`src/rtl/cobalt_pkg.sv`:
```
// Shared widths and the issue-queue entry record for the multiplier issue queue.
// The entry record is sized by the package defaults, so DATA_W/TAG_W on the top stay at these values.
package cobalt_pkg;

    localparam int CB_DATA_W = 32;
    localparam int CB_TAG_W  = 6;

    typedef struct packed {
        logic                 rs_valid;
        logic [CB_TAG_W-1:0]  rs_tag;
        logic [CB_DATA_W-1:0] rs_data;
        logic                 rt_valid;
        logic [CB_TAG_W-1:0]  rt_tag;
        logic [CB_DATA_W-1:0] rt_data;
        logic [CB_TAG_W-1:0]  rd_tag;
    } iq_entry_t;

    function automatic logic operands_ready(input iq_entry_t e);
        return e.rs_valid && e.rt_valid;
    endfunction

    // Snoop one broadcast: only operands still waiting on that tag pick up the value.
    function automatic iq_entry_t wake(input iq_entry_t e, input logic v,
                                       input logic [CB_TAG_W-1:0] tag,
                                       input logic [CB_DATA_W-1:0] data);
        iq_entry_t r;
        r = e;
        if (v && !r.rs_valid && r.rs_tag == tag) begin
            r.rs_valid = 1'b1;
            r.rs_data  = data;
        end
        if (v && !r.rt_valid && r.rt_tag == tag) begin
            r.rt_valid = 1'b1;
            r.rt_data  = data;
        end
        return r;
    endfunction

endpackage

```
`src/rtl/mult_pipe.sv`:
```
// Multiplier pipeline: operand stage 0 followed by LAT product stages with valid/tag per stage.
// A single stall freezes every stage; squash clears all valids.
module mult_pipe
    import cobalt_pkg::*;
#(
    parameter int DATA_W = CB_DATA_W,
    parameter int TAG_W  = CB_TAG_W,
    parameter int LAT    = 4
) (
    input  logic              clk,
    input  logic              rst,
    input  logic              stall,
    input  logic              squash,
    input  logic              in_valid,
    input  logic [DATA_W-1:0] in_a,
    input  logic [DATA_W-1:0] in_b,
    input  logic [TAG_W-1:0]  in_tag,
    output logic              out_valid,
    output logic [DATA_W-1:0] out_data,
    output logic [TAG_W-1:0]  out_tag
);

    logic [LAT:0]      vld;
    logic [TAG_W-1:0]  tag  [LAT+1];
    logic [DATA_W-1:0] prod [LAT];
    logic [DATA_W-1:0] op_a, op_b;
    logic [DATA_W-1:0] prod_lo;

    // Low half of the signed product; the truncating context keeps only DATA_W bits.
    assign prod_lo = $signed(op_a) * $signed(op_b);

    always_ff @(posedge clk or negedge rst) begin
        if (!rst) begin
            vld  <= '0;
            op_a <= '0;
            op_b <= '0;
            for (int i = 0; i <= LAT; i++) tag[i] <= '0;
            for (int i = 0; i < LAT; i++) prod[i] <= '0;
        end else if (squash) begin
            vld <= '0;
        end else if (!stall) begin
            vld    <= {vld[LAT-1:0], in_valid};
            op_a   <= in_a;
            op_b   <= in_b;
            tag[0] <= in_tag;
            for (int i = 1; i <= LAT; i++) tag[i] <= tag[i-1];
            prod[0] <= prod_lo;
            for (int i = 1; i < LAT; i++) prod[i] <= prod[i-1];
        end
    end

    assign out_valid = vld[LAT];
    assign out_data  = prod[LAT-1];
    assign out_tag   = tag[LAT];

endmodule

```
`src/rtl/issue_queue_mult.sv`:
```
// Age-ordered issue queue with CDB wakeup feeding a pipelined multiplier with a held CDB result.
// Optional squash port enabled by defining IQMULT_FLUSH_EN.
module issue_queue_mult
    import cobalt_pkg::*;
#(
    parameter int DEPTH    = 4,
    parameter int DATA_W   = CB_DATA_W,
    parameter int TAG_W    = CB_TAG_W,
    parameter int MULT_LAT = 4
) (
    input  logic              clk,
    input  logic              rst,
`ifdef IQMULT_FLUSH_EN
    input  logic              flush,
`endif
    input  logic              dispatch_en,
    output logic              dispatch_ready,
    input  logic [DATA_W-1:0] dispatch_rs_data,
    input  logic [DATA_W-1:0] dispatch_rt_data,
    input  logic [TAG_W-1:0]  dispatch_rs_tag,
    input  logic [TAG_W-1:0]  dispatch_rt_tag,
    input  logic              dispatch_rs_valid,
    input  logic              dispatch_rt_valid,
    input  logic [TAG_W-1:0]  dispatch_rd_tag,
    input  logic              cdb_in_valid,
    input  logic [TAG_W-1:0]  cdb_in_tag,
    input  logic [DATA_W-1:0] cdb_in_data,
    output logic              cdb_req,
    input  logic              cdb_grant,
    output logic [DATA_W-1:0] cdb_data,
    output logic [TAG_W-1:0]  cdb_tag
);

    localparam int CW = $clog2(DEPTH + 1);
    localparam int IW = $clog2(DEPTH);

    iq_entry_t     q     [DEPTH];
    iq_entry_t     woke  [DEPTH];
    iq_entry_t     q_nxt [DEPTH];
    iq_entry_t     raw_entry, new_entry;
    logic [CW-1:0] count, count_nxt;
    logic [IW-1:0] sel;
    logic          found, issue, do_dispatch, stall, squash;

`ifdef IQMULT_FLUSH_EN
    assign squash = flush;
`else
    assign squash = 1'b0;
`endif

    assign dispatch_ready = count < CW'(DEPTH);
    assign do_dispatch    = dispatch_en && dispatch_ready;
    assign stall          = cdb_req && !cdb_grant;
    assign issue          = found && !stall;

    assign raw_entry = '{rs_valid: dispatch_rs_valid, rs_tag: dispatch_rs_tag,
                         rs_data: dispatch_rs_data, rt_valid: dispatch_rt_valid,
                         rt_tag: dispatch_rt_tag, rt_data: dispatch_rt_data,
                         rd_tag: dispatch_rd_tag};
    // Same-cycle broadcast bypasses straight into the dispatching entry.
    assign new_entry = wake(raw_entry, cdb_in_valid, cdb_in_tag, cdb_in_data);

    always_comb begin
        found = 1'b0;
        sel   = '0;
        for (int i = DEPTH - 1; i >= 0; i--) begin
            if (CW'(i) < count && operands_ready(q[i])) begin
                found = 1'b1;
                sel   = IW'(i);
            end
        end
    end

    always_comb begin
        for (int i = 0; i < DEPTH; i++) woke[i] = wake(q[i], cdb_in_valid, cdb_in_tag, cdb_in_data);
        for (int i = 0; i < DEPTH; i++) q_nxt[i] = woke[i];
        for (int i = 0; i < DEPTH - 1; i++) begin
            if (issue && i >= int'(sel)) q_nxt[i] = woke[i+1];
        end
        count_nxt = count - CW'(issue);
        // Youngest slot is computed after the issue shift so dispatch+issue keeps the count.
        for (int i = 0; i < DEPTH; i++) begin
            if (do_dispatch && CW'(i) == count_nxt) q_nxt[i] = new_entry;
        end
        count_nxt = count_nxt + CW'(do_dispatch);
    end

    always_ff @(posedge clk or negedge rst) begin
        if (!rst) begin
            count <= '0;
            for (int i = 0; i < DEPTH; i++) q[i] <= '0;
        end else if (squash) begin
            count <= '0;
        end else begin
            count <= count_nxt;
            for (int i = 0; i < DEPTH; i++) q[i] <= q_nxt[i];
        end
    end

    mult_pipe #(
        .DATA_W (DATA_W),
        .TAG_W  (TAG_W),
        .LAT    (MULT_LAT)
    ) u_mult_pipe (
        .clk       (clk),
        .rst       (rst),
        .stall     (stall),
        .squash    (squash),
        .in_valid  (issue),
        .in_a      (q[sel].rs_data),
        .in_b      (q[sel].rt_data),
        .in_tag    (q[sel].rd_tag),
        .out_valid (cdb_req),
        .out_data  (cdb_data),
        .out_tag   (cdb_tag)
    );

endmodule

```
`config.mk`:
```
export PLATFORM = sky130hd
export DESIGN_NAME = issue_queue_mult
export DESIGN_NICKNAME = d
export VERILOG_FILES = /design/src/rtl/cobalt_pkg.sv /design/src/rtl/mult_pipe.sv /design/src/rtl/issue_queue_mult.sv
export SDC_FILE = /design/constraint.sdc
export NUM_CORES = 2
export LEC_CHECK = 0
export BUFFER_PORTS_ARGS = -buffer_cell sky130_fd_sc_hd__buf_2
export CORE_UTILIZATION = 60
export CTS_CLUSTER_SIZE = 10
export DETAILED_ROUTE_END_ITERATION = 12
export GPL_ROUTABILITY_DRIVEN = 0
export PLACE_DENSITY = 0.85
export SYNTH_ARGS = -nofsm -noshare
export SYNTH_HDL_FRONTEND = slang
export SYNTH_SLANG_ARGS = --single-unit
```
`constraint.sdc`:
```
create_clock -name clk -period 8.2 [get_ports clk]
set_input_delay 1.23 -clock clk [delete_from_list [all_inputs] [get_ports clk]]
set_output_delay 1.23 -clock clk [all_outputs]
set_load 0.05 [all_outputs]
```
# After elaboration in Yosys (flattened, before gate mapping)
# Cells that the tools add are included.
[classes]
eq_ne = 13
addsub = 2
n_bitwise = 1
magnitude_cmp = 9
shifts = 0
div = 0
n_mul = 1
reduce_logical = 56
muxes = 38
[op_table]
columns = ["op", "count"]
rows = [
  ["84-bit two-way mux", 7],
  ["32-bit two-way mux", 10],
  ["84-bit binary-select mux with 2-bit select", 1],
  ["77-bit two-way mux", 2],
  ["6-bit == test", 10],
  ["1-bit logical AND", 38],
  ["32-bit by 32-bit multiplier with 32-bit output", 1],
  ["1-bit two-way mux", 14],
  ["1-bit logical NOT", 12],
  ["2-bit two-way mux", 4],
  ["2-bit by 3-bit == test with 1-bit output, first input constant", 2],
  ["1-bit by 3-bit less-than comparator with 1-bit output, first input constant", 2],
  ["2-bit by 3-bit less-than comparator with 1-bit output, first input constant", 2],
  ["2-bit nonzero test", 3],
  ["3-bit nonzero test", 2],
  ["1-bit by 2-bit greater-or-equal comparator with 1-bit output, first input constant", 2],
  ["3-bit by 1-bit adder with 3-bit output", 1],
  ["1-bit by 3-bit == test with 1-bit output, first input constant", 1],
  ["3-bit greater-or-equal comparator, second input constant", 1],
  ["3-bit logical NOT", 1],
  ["3-bit less-than comparator, second input constant", 1],
  ["2-bit NOT with 3-bit output", 1],
  ["3-bit by 1-bit subtractor with 3-bit output", 1],
  ["2-bit greater-or-equal comparator, first input constant", 1],
]
[totals]
output_inout_bits = 40
inputBits = 127
ff_bits = 566
memories = 0
ram_bits = 0
rom_bits = 0
latch_bits = 0

# Logic depth before layout (Yosys ltp)
[depth]
word_depth = 11
mapped_depth = 26

# By module
# From an unflattened synthesis, not the netlist that was laid out.
[unflattened]
hier_cells = 5054
area_unflattened_um2 = 45464.9
[by_module_without_submodules]
columns = ["mod", "area_per_inst_um2", "cells_each", "instances", "seq_area_each_um2"]
rows = [
  ["mult_pipe", 25091.6, 2798, 1, 5680.4],
  ["issue_queue_mult", 20373.3, 2256, 1, 8483.1],
]

# Least setup slack after synthesis
# OpenSTA, ideal clock, no wires.
[synth_path]
path_type = "reg2reg"
from = "reg u_mult_pipe.op_a[13]"
to = "reg u_mult_pipe.prod[124] in the netlist's numbering"
path_slack_ns = 1.423
stages_incl_launch_ff = 24
path_buffers = 2
arrival_time_ns = 6.709
cell_sequence = "dfrtp_1 > clkbuf_1 > clkbuf_1 > and2_1 > fa_1 > fa_1 > fa_1 > inv_1 > fa_1 > inv_1 > fa_1 > inv_1 > fa_1 > inv_1 > fa_1 > fa_1 > ha_1 > and3_1 > nand2_1 > or2_2 > o31ai_2 > a211oi_1 > or4_1 > nand3_1"
[synth_via]
elab_chain_cells = 1
[synth_rtl]
columns = ["item", "line_no", "rtl"]
rows = [
  ["start: declaration", "mult_pipe.sv:26", "logic [DATA_W-1:0] op_a, op_b;"],
  ["start signal: assignment", "mult_pipe.sv:43", "op_a <= in_a;"],
  ["32-bit by 32-bit multiplier with 32-bit output", "mult_pipe.sv:30", "assign prod_lo = $signed(op_a) * $signed(op_b);"],
  ["end: declaration", "mult_pipe.sv:25", "logic [DATA_W-1:0] prod [LAT];"],
]
# No other way between the ends.
# A chain may end at the register's enable or synchronous reset.

# Worst setup path after layout
[layout_path]
from = "reg u_mult_pipe.op_b[6]"
to = "reg u_mult_pipe.prod[124] in the netlist's numbering"
[layout_via]
elab_chain_cells = 1
[layout_rtl]
columns = ["item", "line_no", "rtl"]
rows = [
  ["start: declaration", "mult_pipe.sv:26", ""],
  ["start signal: assignment", "mult_pipe.sv:44", "op_b <= in_b;"],
  ["32-bit by 32-bit multiplier with 32-bit output", "mult_pipe.sv:30", ""],
]
# No other way between the ends.

==> flow_summary.ini <==
[place]
hpwl_mm = 83.1
io_buffers = 166

[clock_tree]
post-cts-setup-buffers = 0
clock_path_buffers = 3
clk_latency_ps = 640
cts_max_level = 3
clkTransAtPathRegs_ps = 60
cts_resized = 0
clock-sinks = 566
cts_tree = done
cts_buffers = 68
hold_buffers = 0
clockRootBuffer = clkbuf_16

[synthesis]
avgSynthCellArea_um2 = 8.83
yosysTopAreaCellShare_pct = 31.9
synth_fp_nets = 5708
ys_seq_area_share_pct = 31.9
syn_area_mm2 = 0.0443
synth_ff_type = dfrtp_1
async_flop_share_pct = 100
synth_cell_types = 66
synth_top_cell_by_area = dfrtp_1
synth_edf_count = 0
synth.top_cells.by_area = dfrtp_1 32%, fa_1 18%, nand2_1 11%, and2_1 4.8%, ha_1 4.3%
ys_warn_count = 0
synth-seq-cells = 566
synth_cells = 5019

[grt]
grt_max_degree = 168
grt_pass1_wl_mm = 199
gr-usage-all-layers_pct = 33.8
antenna_found_initial = 12
grt_pass1_vias = 37600
overflow = 0

[timing]
finalSetupViolations = 0
hold_viol = 0
fmax_ghz = 0.134
max_slew_margin_pct = 19.5
setup_tns_ps = 0
fin_crit_ps = 7480
final.period_utilization_pct = 91.2
rsz0062_at_grt = no
tightest_slew_ps = 1200
report.final.slew_viol_count = 0
skew_ps = 45.7

[setup_path]
cp_max_fo = 27
critPathSlowestCell = dfrtp_1
rr_startpoint = u_mult_pipe.op_b[6]
crit_path_start = u_mult_pipe.op_b[6]
critPathTopFamily = adder cells
ff2ff_setup_slack_ps = 720
critPathKind = flip-flop to flip-flop
worst_r2r_endpoint = u_mult_pipe.prod[124]
endpoint = u_mult_pipe.prod[124]
slowest_delay_ps = 910
crit_chain = and2_1 > fa_1 > fa_1 > fa_1 > inv_1 > fa_1 > inv_1 > fa_1 > fa_1 > fa_1 > fa_1 > ha_1 > and3_1 > nand2_1 > or2_2 > o31ai_2 > a211oi_1 > or4_1 > nand3_1
critPathLaunchType = flip-flop
crit_top_cell = fa_1
r2r_cells = 19
cp.depth = 19
critPathBufInv = 2
worst_ep_required_time_ps = 8750
endpoint_kind = flip-flop
critical_path_arrival_ps = 8030

[die]
std_cell_rows = 99
die_x_um = 274
dieHeight_um = 274
die_area_mm2 = 0.0750
core_area_mm2 = 0.0731
initial_utilization_pct = 60.7
io_pins = 167

[routing]
wl_per_cell_um = 21.3
drc_errors = 2
routed_wl_mm = 125
ant_nets = 0
met2_wirelength_mm = 59.6
avgViaCountPerCell = 6.22
drt_pass1_iterations = 11
maxUsedRoutingLayer = met5
wl_met1_mm = 45.3
vias = 36700
drt_iter0_markers = 4411
route.met3.wl_mm = 13.4

[hold_path]
hold_class = flip-flop to flip-flop
hold_depth = 2

[outcome]
status = finished, violations left
failed_checks = DRC

[run]
max_cap_viol_count = 0

[cells_and_area]
drive_gt1_share_pct = 10.4
synthToLayoutAreaGrowth_pct = 6.18
nets = 5591
==> stage by stage <==
step | setup slack (ps) | utilization [%] | cells | cell area [µm²] | hold WS (ps)
detailed placement | 793 | 61.6 | 5791 | 45000 | 449
CTS | 795 | 64.4 | 5880 | 47000 | 454
global route | 444 | 64.4 | 5891 | 47100 | 478
finish | 720 | 64.4 | 5891 | 47100 | 456
global placement | 988 | 61.6 | 5791 | 45000 | 444
floorplan | 1420 | - | 5019 | 44300 | 430
==> cell type report <==
cell class | instances | area [µm²]
inverter | 456 | 1710
fill | 5659 | 26000
sequential | 566 | 14200
tap | 959 | 1200
clock buffer | 81 | 1820
multi-input combinational | 3587 | 26700
antenna | 11 | 27.5
clock inverter | 8 | 178
timing repair buffer | 223 | 1310
==> cells in the final DEF (no fill, tap or decap), types with 101 or more instances in the layout <==
| cell | instances |
|---|---|
| nand2_1 | 1305 |
| dfrtp_1 | 566 |
| inv_1 | 456 |
| fa_1 | 408 |
| and2_1 | 338 |
| o22ai_1 | 257 |
| nor2_1 | 247 |
| o21ai_0 | 194 |
| buf_2 | 165 |
| ha_1 | 154 |
| o221a_2 | 102 |
| xnor2_1 | 101 |
==> worst min-delay path, delay by kind of cell, from the launching register on <==
kind             cells  cell delay [ps]
flip-flops           1              330
AND/OR/NAND/NOR      2              100
==> flip-flops by register name, indices dropped and copies added, names as in the netlist <==
| register | count |
|---|---|
| count | 3 |
| q | 336 |
| u_mult_pipe.op_b | 32 |
| u_mult_pipe.prod | 96 |
| u_mult_pipe.out_data | 32 |
| u_mult_pipe.out_tag | 6 |
| u_mult_pipe.tag | 24 |
| u_mult_pipe.vld | 5 |
| u_mult_pipe.op_a | 32 |
==> cell families after synthesis <==
logic type	Yosys count	synth area share [%]
AO/OA/AOI/OAI	767	12.8
XOR/XNOR	144	2.88
adder cells (fa/ha/maj)	562	22.8
buffers and inverters	866	8.15
flip-flops	566	31.9
multiplexers	60	1.35
AND/OR/NAND/NOR	2054	20.1
==> cell usage after synthesis, types with 5 or more instances <==
cell and n:
nand2_1 1312, dfrtp_1 566, inv_1 456, fa_1 408
and2_1 338, o22ai_1 257, clkbuf_1 250, nor2_1 248
o21ai_0 194, ha_1 154, o221a_2 102, xnor2_1 101
nand3_1 85, buf_2 83, o31ai_2 61, mux2i_1 60
a21oi_1 57, buf_4 45, xor2_1 42, o221a_1 27
buf_1 20, buf_6 12, nand2b_1 12, a21o_1 10
nand3b_1 10, a211oi_1 7, nor3b_1 7, o21a_1 7
o21ai_1 7, and3_1 6, nor4_1 6, nor2b_1 5
o31ai_1 5
==> how the worst min path moves through the flow <==
stage	startpoint	end
3_3_place_gp	u_mult_pipe.out_tag[1]	u_mult_pipe.out_tag[1]
4_1_cts	u_mult_pipe.prod[47]	u_mult_pipe.out_data[15]
3_5_place_dp	u_mult_pipe.vld[3]	u_mult_pipe.vld[3]
6_report	u_mult_pipe.out_data[17]	u_mult_pipe.out_data[17]
2_1_floorplan	u_mult_pipe.vld[3]	u_mult_pipe.vld[3]
5_1_grt	u_mult_pipe.prod[47]	u_mult_pipe.out_data[15]
==> metal layers <==
layer / GRT usage [%] / up-vias
li1: - / 15800
met1: 42.0 / 17900
met2: 54.7 / 2339
met3: 7.89 / 606
met4: 18.7 / 2
met5: 0 / -
Power is not shown: default switching activity piles up to over one toggle a cycle in this logic, so the estimate is an artifact.
